$ cat src/rtl/psum_requant_pkg.sv
// Shared sizes and fixed-point formats for the psum-to-activation back-end.
package psum_requant_pkg;

  localparam int unsigned PSUM_DATA_SIZE = 12;
  localparam int unsigned ACT_DATA_SIZE  = 8;
  localparam int unsigned PSUM_FRAC      = 5;
  localparam int unsigned ACT_FRAC       = 3;

  localparam logic [ACT_DATA_SIZE-1:0] ACT_MAX = 8'h7F;
  localparam logic [ACT_DATA_SIZE-1:0] ACT_MIN = 8'h80;

  // Rounded/shifted psum carries one guard bit so the rounding add cannot overflow.
  localparam int unsigned Q_W = PSUM_DATA_SIZE + 1;

endpackage

$ cat src/rtl/requant_sat.sv
// Combinational ReLU + saturation of a shifted psum down to an 8-bit activation.
module requant_sat
  import psum_requant_pkg::*;
(
  input  logic [Q_W-1:0]           q_i,
  input  logic                     relu_en_i,
  output logic [ACT_DATA_SIZE-1:0] act_o,
  output logic                     sat_o
);

  localparam logic signed [Q_W-1:0] QMax = Q_W'(ACT_MAX);
  localparam logic signed [Q_W-1:0] QMin = {{(Q_W - ACT_DATA_SIZE){1'b1}}, ACT_MIN};

  logic signed [Q_W-1:0] qs;

  always_comb begin
    qs    = $signed(q_i);
    act_o = q_i[ACT_DATA_SIZE-1:0];
    sat_o = 1'b0;
    // ReLU wins over negative saturation: a clamped negative is not a saturation event.
    if (relu_en_i && qs[Q_W-1]) begin
      act_o = '0;
    end else if (qs > QMax) begin
      act_o = ACT_MAX;
      sat_o = 1'b1;
    end else if (qs < QMin) begin
      act_o = ACT_MIN;
      sat_o = 1'b1;
    end
  end

endmodule

$ cat src/rtl/psum_requant.sv
// Two-stage valid/ready pipeline: round+shift, then ReLU/saturate, with a sticky
// saturation-event counter.
module psum_requant
  import psum_requant_pkg::*;
#(
  parameter int unsigned SHIFT = PSUM_FRAC - ACT_FRAC,
  parameter int unsigned CNT_W = 16
) (
  input  logic                      clk,
  input  logic                      rst,
  input  logic                      relu_en,
  input  logic                      sat_clr,
  input  logic                      in_valid,
  output logic                      in_ready,
  input  logic [PSUM_DATA_SIZE-1:0] in_psum,
  input  logic                      in_last,
  output logic                      out_valid,
  input  logic                      out_ready,
  output logic [ACT_DATA_SIZE-1:0]  out_act,
  output logic                      out_last,
  output logic [CNT_W-1:0]          sat_cnt
);

  if (SHIFT < 1 || SHIFT > 6) begin : g_bad_shift
    $error("psum_requant: SHIFT must be in 1..6");
  end

  localparam logic signed [Q_W-1:0] RoundHalf = Q_W'(1) << (SHIFT - 1);

  logic                     s1_valid_q, s1_valid_d;
  logic [Q_W-1:0]           s1_q_q, s1_q_d;
  logic                     s1_relu_q, s1_relu_d;
  logic                     s1_last_q, s1_last_d;
  logic                     s2_valid_q, s2_valid_d;
  logic [ACT_DATA_SIZE-1:0] s2_act_q, s2_act_d;
  logic                     s2_last_q, s2_last_d;
  logic [CNT_W-1:0]         sat_cnt_q, sat_cnt_d;

  logic                     s2_load;
  logic                     in_fire;
  logic                     s1_adv;
  logic signed [Q_W-1:0]    rounded;
  logic signed [Q_W-1:0]    shifted;
  logic [ACT_DATA_SIZE-1:0] sat_act;
  logic                     sat_evt;

  assign s2_load  = ~s2_valid_q | out_ready;
  assign in_ready = ~s1_valid_q | s2_load;
  assign in_fire  = in_valid & in_ready;
  assign s1_adv   = s1_valid_q & s2_load;

  assign rounded = $signed({in_psum[PSUM_DATA_SIZE-1], in_psum}) + RoundHalf;
  assign shifted = rounded >>> SHIFT;

  requant_sat u_requant_sat (
    .q_i       (s1_q_q),
    .relu_en_i (s1_relu_q),
    .act_o     (sat_act),
    .sat_o     (sat_evt)
  );

  always_comb begin
    s1_valid_d = s1_valid_q;
    s1_q_d     = s1_q_q;
    s1_relu_d  = s1_relu_q;
    s1_last_d  = s1_last_q;
    if (in_fire) begin
      s1_valid_d = 1'b1;
      s1_q_d     = shifted;
      s1_relu_d  = relu_en;
      s1_last_d  = in_last;
    end else if (s1_adv) begin
      s1_valid_d = 1'b0;
    end
  end

  always_comb begin
    s2_valid_d = s2_valid_q;
    s2_act_d   = s2_act_q;
    s2_last_d  = s2_last_q;
    if (s1_adv) begin
      s2_valid_d = 1'b1;
      s2_act_d   = sat_act;
      s2_last_d  = s1_last_q;
    end else if (out_ready) begin
      s2_valid_d = 1'b0;
    end
  end

  always_comb begin
    sat_cnt_d = sat_cnt_q;
    if (sat_clr) begin
      sat_cnt_d = '0;
    end else if (s1_adv && sat_evt && !(&sat_cnt_q)) begin
      sat_cnt_d = sat_cnt_q + CNT_W'(1);
    end
  end

  always_ff @(posedge clk or posedge rst) begin
    if (rst) begin
      s1_valid_q <= 1'b0;
      s1_q_q     <= '0;
      s1_relu_q  <= 1'b0;
      s1_last_q  <= 1'b0;
      s2_valid_q <= 1'b0;
      s2_act_q   <= '0;
      s2_last_q  <= 1'b0;
      sat_cnt_q  <= '0;
    end else begin
      s1_valid_q <= s1_valid_d;
      s1_q_q     <= s1_q_d;
      s1_relu_q  <= s1_relu_d;
      s1_last_q  <= s1_last_d;
      s2_valid_q <= s2_valid_d;
      s2_act_q   <= s2_act_d;
      s2_last_q  <= s2_last_d;
      sat_cnt_q  <= sat_cnt_d;
    end
  end

  assign out_valid = s2_valid_q;
  assign out_act   = s2_act_q;
  assign out_last  = s2_last_q;
  assign sat_cnt   = sat_cnt_q;

endmodule
$ cat config.mk
export PLATFORM = sky130hd
export DESIGN_NAME = psum_requant
export DESIGN_NICKNAME = d
export VERILOG_FILES = /design/src/rtl/psum_requant_pkg.sv /design/src/rtl/requant_sat.sv /design/src/rtl/psum_requant.sv
export SDC_FILE = /design/constraint.sdc
export NUM_CORES = 1
export LEC_CHECK = 0
export ABC_AREA = 1
export CELL_PAD_IN_SITES_DETAIL_PLACEMENT = 0
export CELL_PAD_IN_SITES_GLOBAL_PLACEMENT = 1
export CORE_MARGIN = 1
export CORE_UTILIZATION = 39
export DETAILED_ROUTE_END_ITERATION = 8
export GPL_ROUTABILITY_DRIVEN = 1
export PLACE_DENSITY = 0.91
export RECOVER_POWER = 25
export SLEW_MARGIN = 5
export SYNTH_ARGS = -nofsm -noshare
export SYNTH_HDL_FRONTEND = slang
export SYNTH_HIERARCHICAL = 1
export SYNTH_SLANG_ARGS = --single-unit
$ cat constraint.sdc
create_clock -name clk -period 3.1 [get_ports clk]
set_clock_uncertainty 0.2 [all_clocks]
set_input_delay 0.31 -clock clk [delete_from_list [all_inputs] [get_ports clk]]
set_output_delay 0.31 -clock clk [all_outputs]
set_load 0.03 [all_outputs]
==> results of run 1 <==
[logic make-up after synthesis]
kind of cell | share of synthesized area [%]
XOR/XNOR | 1.14
AND/OR/NAND/NOR | 40.5
buffers and inverters | 6.96
AO/OA/AOI/OAI | 6.79
adder cells (fa/ha/maj) | 1.09
flip-flops | 43.5
[per-layer routing]
metal  global-route usage (%)  vias to the layer above  part of all wire [%]
met5                        0                        -                     0
met4                     7.27                        0                   1.5
met3                     3.22                        7                   2.5
met2                     29.1                       33                    45
met1                     24.9                      958                    51
li1                         -                     1135                     -
[per-stage QoR]
step,cell area [µm²],setup slack [ns]
after floorplan,2300,1.18
after global placement,2830,0.771
after detailed placement,2830,0.738
after CTS,2960,0.959
after global routing,2950,0.724
final,2950,0.966
[area by class of cell]
class                           count  area (µm²)
Fill cell                         590        2660
Multi-Input combinational cell    249        1140
Sequential cell                    40        1000
Timing Repair Buffer               47         460
Inverter                           35         131
Tap cell                           72        90.1
Clock buffer                        5        68.8
Clock inverter                      2        60.1
[cell usage in the layout (no fill, tap or decap), types with 3 or more instances in the layout]
cell type        netlist  final
clkbuf_8               0      5
a21oi_1                9      9
nand2_2                3      3
o21ai_0                9      9
nor3_1                 4      4
clkdlybuf4s50_1        0     43
inv_1                 30     30
o21ai_1                3      3
nor2_1                37     37
nand2_1              133    133
nor2_4                 4      4
inv_2                  3      3
nand3_1               20     20
dfrtp_1               40     40
nand4_1               10     10
xor2_1                 3      3
[how the worst max path moves through the flow]
stage | depth (start not counted) | startpoint | endpoint
after global routing | 11 | s1_q_q[10] | sat_cnt[10]
after floorplan | 12 | s1_q_q[10] | sat_cnt[11]
after CTS | 11 | s1_q_q[10] | sat_cnt[13]
final | 4 | out_ready | in_ready
after detailed placement | 10 | out_ready | sat_cnt[13]
after global placement | 10 | out_ready | sat_cnt[13]
[state kept, by name, summed over array words and instances, names as in the netlist]
register / count
s1_relu_q: 1
out_act: 8
s1_last_q: 1
s1_q_q: 11
s1_valid_q: 1
sat_cnt: 16
out_last: 1
out_valid: 1
[report_power, final]
group / internal (mW) / switching [mW]
sequential: 0.595 / 0.0504
clock: 0.317 / 0.182
combinational: 0.167 / 0.266
total: 1.08 / 0.499
[cells in the mapped netlist (all sizes together)]
cell	instances
a21boi	1
or2	1
o21bai	1
inv	33
nor2	44
ha	2
nand3	21
clkbuf	2
a21oi	9
nor3	4
o21ai	13
nand2	136
nand4	10
xor2	3
clkinv	2
buf	3
dfrtp	40
o31ai	1
a31oi	2
o21a	1
[tightest hold or removal path, stage by stage (launching register included)]
cell     delay (ns)
dfrtp_1        0.35
nand2_1        0.05
nand2_1        0.05
==> run_results.csv, run 1 <==
group,metric,value,unit
status,outcome,"complete, no violations",
logic_synthesis,syn_area,0.00230,mm²
worst_setup_path,crit_buf_inv,3,
timing,period_needed,2.13,ns
global_routing,grtUsageTotal,18.4,%
logic_synthesis,yosysTopAreaCell,"dfrtp_1",
logic_synthesis,yosysTopAreaCellShare,43.5,%
timing,grt_setup_unrepaired,"false",
die,start_util,41.1,%
cts,clk_latency,0.30,ns
logic_synthesis,syn_inst,329,
global_routing,grt-ovfl-total,0,
timing,drv_slew,0,
worst_setup_path,worst_setup_path_end_kind,"output port",
logic_synthesis,avgSynthCellArea,7.00,µm²
logic_synthesis,ys_types,29,
cts,cts_resized,0,
timing,maxSlewHeadroom,34.0,%
logic_synthesis,ys_seq_area_share,43.5,%
cts,clk_pin_slew,0.08,ns
timing,worst_pin_slew,0.991,ns
worst_setup_path,worstPathMaxFanout,3,
power_and_ir_drop,total_power,1.58,mW
worst_setup_path,reg2reg_depth,11,
layout,drive_gt1_share,6.88,%
cts,cts_buffers,5,
layout,final_net_count,399,
worst_setup_path,critical_path.cell_chain,"clkdlybuf4s50_1 > inv_2 > nand3_1 > clkdlybuf4s50_1",
die,num_rows,27,
cts,clockBufferDepth,2,
cts,cts-root-buf,"clkbuf_8",
power_and_ir_drop,p_leak,1.42,nW
job,max_cap_viol_count,0,
die,die_h,78.8,µm
route,drc,0,
cts,cts_tree,"yes",
cts,clock_sinks,40,
worst_hold_path,min_from,"s1_last_q",
cts,htreeDepth,2,
worst_hold_path,hold_depth,2,
worst_setup_path,crit_top_cell,"clkdlybuf4s50_1",
worst_setup_path,rr_endpoint,"sat_cnt[13]",
route,wl_per_cell,11.3,µm
layout,finalNonFillerCells,450,
timing,worst_hold_slack,0.281,ns
route,drt_iter0_markers,132,
cts,postCtsHoldBufs,0,
layout,antenna_cells,0,
worst_hold_path,hold_path.class,"flip-flop to flip-flop",
worst_setup_path,required,2.59,ns
route,routed_wl,5110,µm
global_routing,grt_pass1_vias,1946,
placement,routabilityCongestion,0.831,
die,chipWidth,78.8,µm
route,vias,2133,
worst_setup_path,regToRegSetupSlack,0.98,ns
placement,port_buffers,44,
logic_synthesis,syn-num-nets,350,
die,die_area,0.00621,mm²
timing,hold_viol_final,0,
worst_setup_path,worstReg2RegStart,"s1_q_q[10]",
die,core_area,0.00561,mm²
logic_synthesis,synth_warnings,6,
route,ant_nets,0,
worst_setup_path,max_stage_delay,0.69,ns
global_routing,grt_pass1_wl,8970,µm
worst_setup_path,critPathTopFamily,"buffers and inverters",
route,drt-pass1-iter-count,4,
die,io_pins,46,
route,routed_via_density,4.74,
layout,utilization,52.7,%
placement,dp.cells,443,
timing,setup_violations,0,
timing,max_freq,469,MHz
layout,syn2layout_area_growth,28.3,%
worst_setup_path,worstPathArrival,1.62,ns
cts,cts_setup_buffers,0,
timing,min_period_over_period,68.8,%
logic_synthesis,synthTopCellsByArea,"dfrtp_1, nand2_1, nor2_1",
logic_synthesis,ys_seq_elements,40,
worst_setup_path,path_class,"input pin to output port",
worst_hold_path,hold_end,"out_last",
power_and_ir_drop,peakVddDrop,193,µV
worst_setup_path,slowest_stage,"clkdlybuf4s50_1",
worst_setup_path,cp-start-kind,"input pin",
power_and_ir_drop,powerDensity,535,mW/mm²
timing,tns,0,ns
global_routing,antenna_found_initial,0,
placement,hpwl,3760,µm
global_routing,grt_max_degree,41,
(Power assumes the default switching activity.)
==> run 2: changes to the inputs <==
CORE_UTILIZATION = 33   (was 39)
PLACE_DENSITY = 0.83   (was 0.91)
clock period = 1.95 ns   (was 3.1 ns; I/O delays follow)
==> run 2 against run 1 <==
Power up 58%; combinational power is 76% higher; worst setup slack got worse by 0.87 ns; worst hold slack got worse by 0.053 ns; critical path type is now flip-flop to output port; largest cell class unchanged.
==> run_results.csv, run 2 (same netlist as run 1, synthesis figures left out) <==
group,metric,value,unit
status,outcome,"complete, no violations",
cts,clockBufferDepth,2,
layout,layout_commonest_cell,"nand2_1",
layout,final_cell_mix,"nand2_1, clkdlybuf4s50_1, dfrtp_1",
cts,cts_buffers,5,
layout,antenna_cells,0,
global_routing,grt_pass1_wl,9480,µm
power_and_ir_drop,p_leak,1.52,nW
worst_setup_path,worstPathArrival,1.46,ns
layout,finalNonFillerCells,474,
timing,hold_viol_final,0,
route,routed_wl,5400,µm
power_and_ir_drop,powerDensity,804,mW/mm²
layout,final_net_count,414,
timing,setup_violations,0,
global_routing,grtUsageTotal,16.4,%
route,vias,2197,
placement,hpwl,3970,µm
die,core_area,0.00676,mm²
route,drt_iter0_markers,95,
route,drc,0,
die,chipWidth,85.5,µm
layout,drive_gt1_share,11.4,%
timing,layout_setup_ws,0.0966,ns
die,die_h,85.5,µm
worst_setup_path,worst_setup_path_end_kind,"output port",
cts,clk_latency,0.30,ns
worst_setup_path,path_class,"flip-flop to output port",
timing,maxSlewHeadroom,32.7,%
placement,place_ws,0.0538,ns
layout,syn2layout_area_growth,34.6,%
worst_hold_path,hold_path.class,"input pin to flip-flop",
worst_setup_path,regToRegSetupSlack,0.14,ns
die,die_area,0.00731,mm²
route,ant_nets,0,
timing,max_freq,540,MHz
worst_setup_path,required,1.55,ns
route,wl_per_cell,11.4,µm
worst_setup_path,worstPathMaxFanout,4,
die,start_util,34.1,%
global_routing,antenna_found_initial,0,
cts,postCtsHoldBufs,0,
placement,routabilityCongestion,0.771,
placement,dp.cells,462,
cts,htreeDepth,2,
timing,min_period_over_period,95.0,%
job,max_cap_viol_count,0,
timing,drv_slew,0,
cts,clk_pin_slew,0.08,ns
power_and_ir_drop,peakVddDrop,247,µV
cts,cts_tree,"yes",
route,routed_via_density,4.64,
cts,clock_sinks,40,
die,io_pins,46,
global_routing,grt-ovfl-total,0,
die,num_rows,30,
timing,period_needed,1.85,ns
timing,worst_pin_slew,1.01,ns
cts,cts-root-buf,"clkbuf_8",
worst_setup_path,cp-start-kind,"flip-flop",
layout,design_area,0.00310,mm²
placement,port_buffers,44,
placement,placed_area,0.00293,mm²
global_routing,grt_pass1_vias,2035,
layout,largest_reg_flops,16,
route,drt-pass1-iter-count,4,
global_routing,grt_max_degree,41,
run 2: cell types whose count changed in the layout (fill, tap and decap cells not counted), sizes merged:
| cell | previous run | this run |
|---|---|---|
| buf | 2 | 16 |
| clkdlybuf4s50 | 43 | 41 |
| dlymetal6s2s | 0 | 2 |
| bufinv | 2 | 1 |
| clkinvlp | 0 | 1 |
| inv | 33 | 34 |
| nor2 | 44 | 45 |
run 2: final timing paths:
check                           start     endpoint  cells past startpoint
setup reg to reg           sat_cnt[0]  sat_cnt[10]                     10
max in group asynchronous         rst   s1_q_q[10]                      3
hold / removal                in_last    s1_last_q                      3
min in group asynchronous         rst   sat_cnt[3]                      3
setup / recovery           sat_cnt[9]   sat_cnt[9]                      2
hold reg to reg             s1_last_q     out_last                      2
run 2: repair_timing:
action,CTS,global route
hold endpoints to repair,0,0
endpoints found under the setup margin,0,18
gates resized for setup,0,7
buffers inserted,0,3
run 2: power by group:
group	switching (mW)	total, mW	internal, mW
Clock	0.320	0.706	0.386
Combinational	0.449	0.763	0.315
Sequential	0.0767	1.02	0.947
Total	0.846	2.49	1.65
run 2: area by class of cell:
cell class | instances | area, µm²
Timing Repair Buffer | 61 | 583
Fill cell | 717 | 3660
Clock buffer | 5 | 68.8
Clock inverter | 3 | 46.3
Multi-Input combinational cell | 250 | 1170
Sequential cell | 40 | 1000
Inverter | 35 | 131
Tap cell | 80 | 100
run 2: worst max-delay path: stages, from the launching register on:
cell and delay (ns):
dfrtp_1 0.37, buf_4 0.13, clkdlybuf4s50_1 0.66
run 2: stage by stage:
stage	utilization [%]	power, mW	hold slack (ns)	setup TNS [ns]
final	45.9	2.49	0.228	0
after global routing	45.9	2.64	0.242	-0.00267
after CTS	45.1	2.50	0.135	0
after detailed placement	43.4	1.79	0.254	0
after global placement	43.4	1.79	0.259	0
after floorplan	-	1.47	0.105	0
run 2: routing by layer:
metal  up-vias  GRT usage, %  share of wire, %
met5         -             0                 0
met1       980          21.0                48
met4         0          5.76              0.85
li1       1168             -                 -
met3         6          2.98               2.9
met2        43          27.9                48
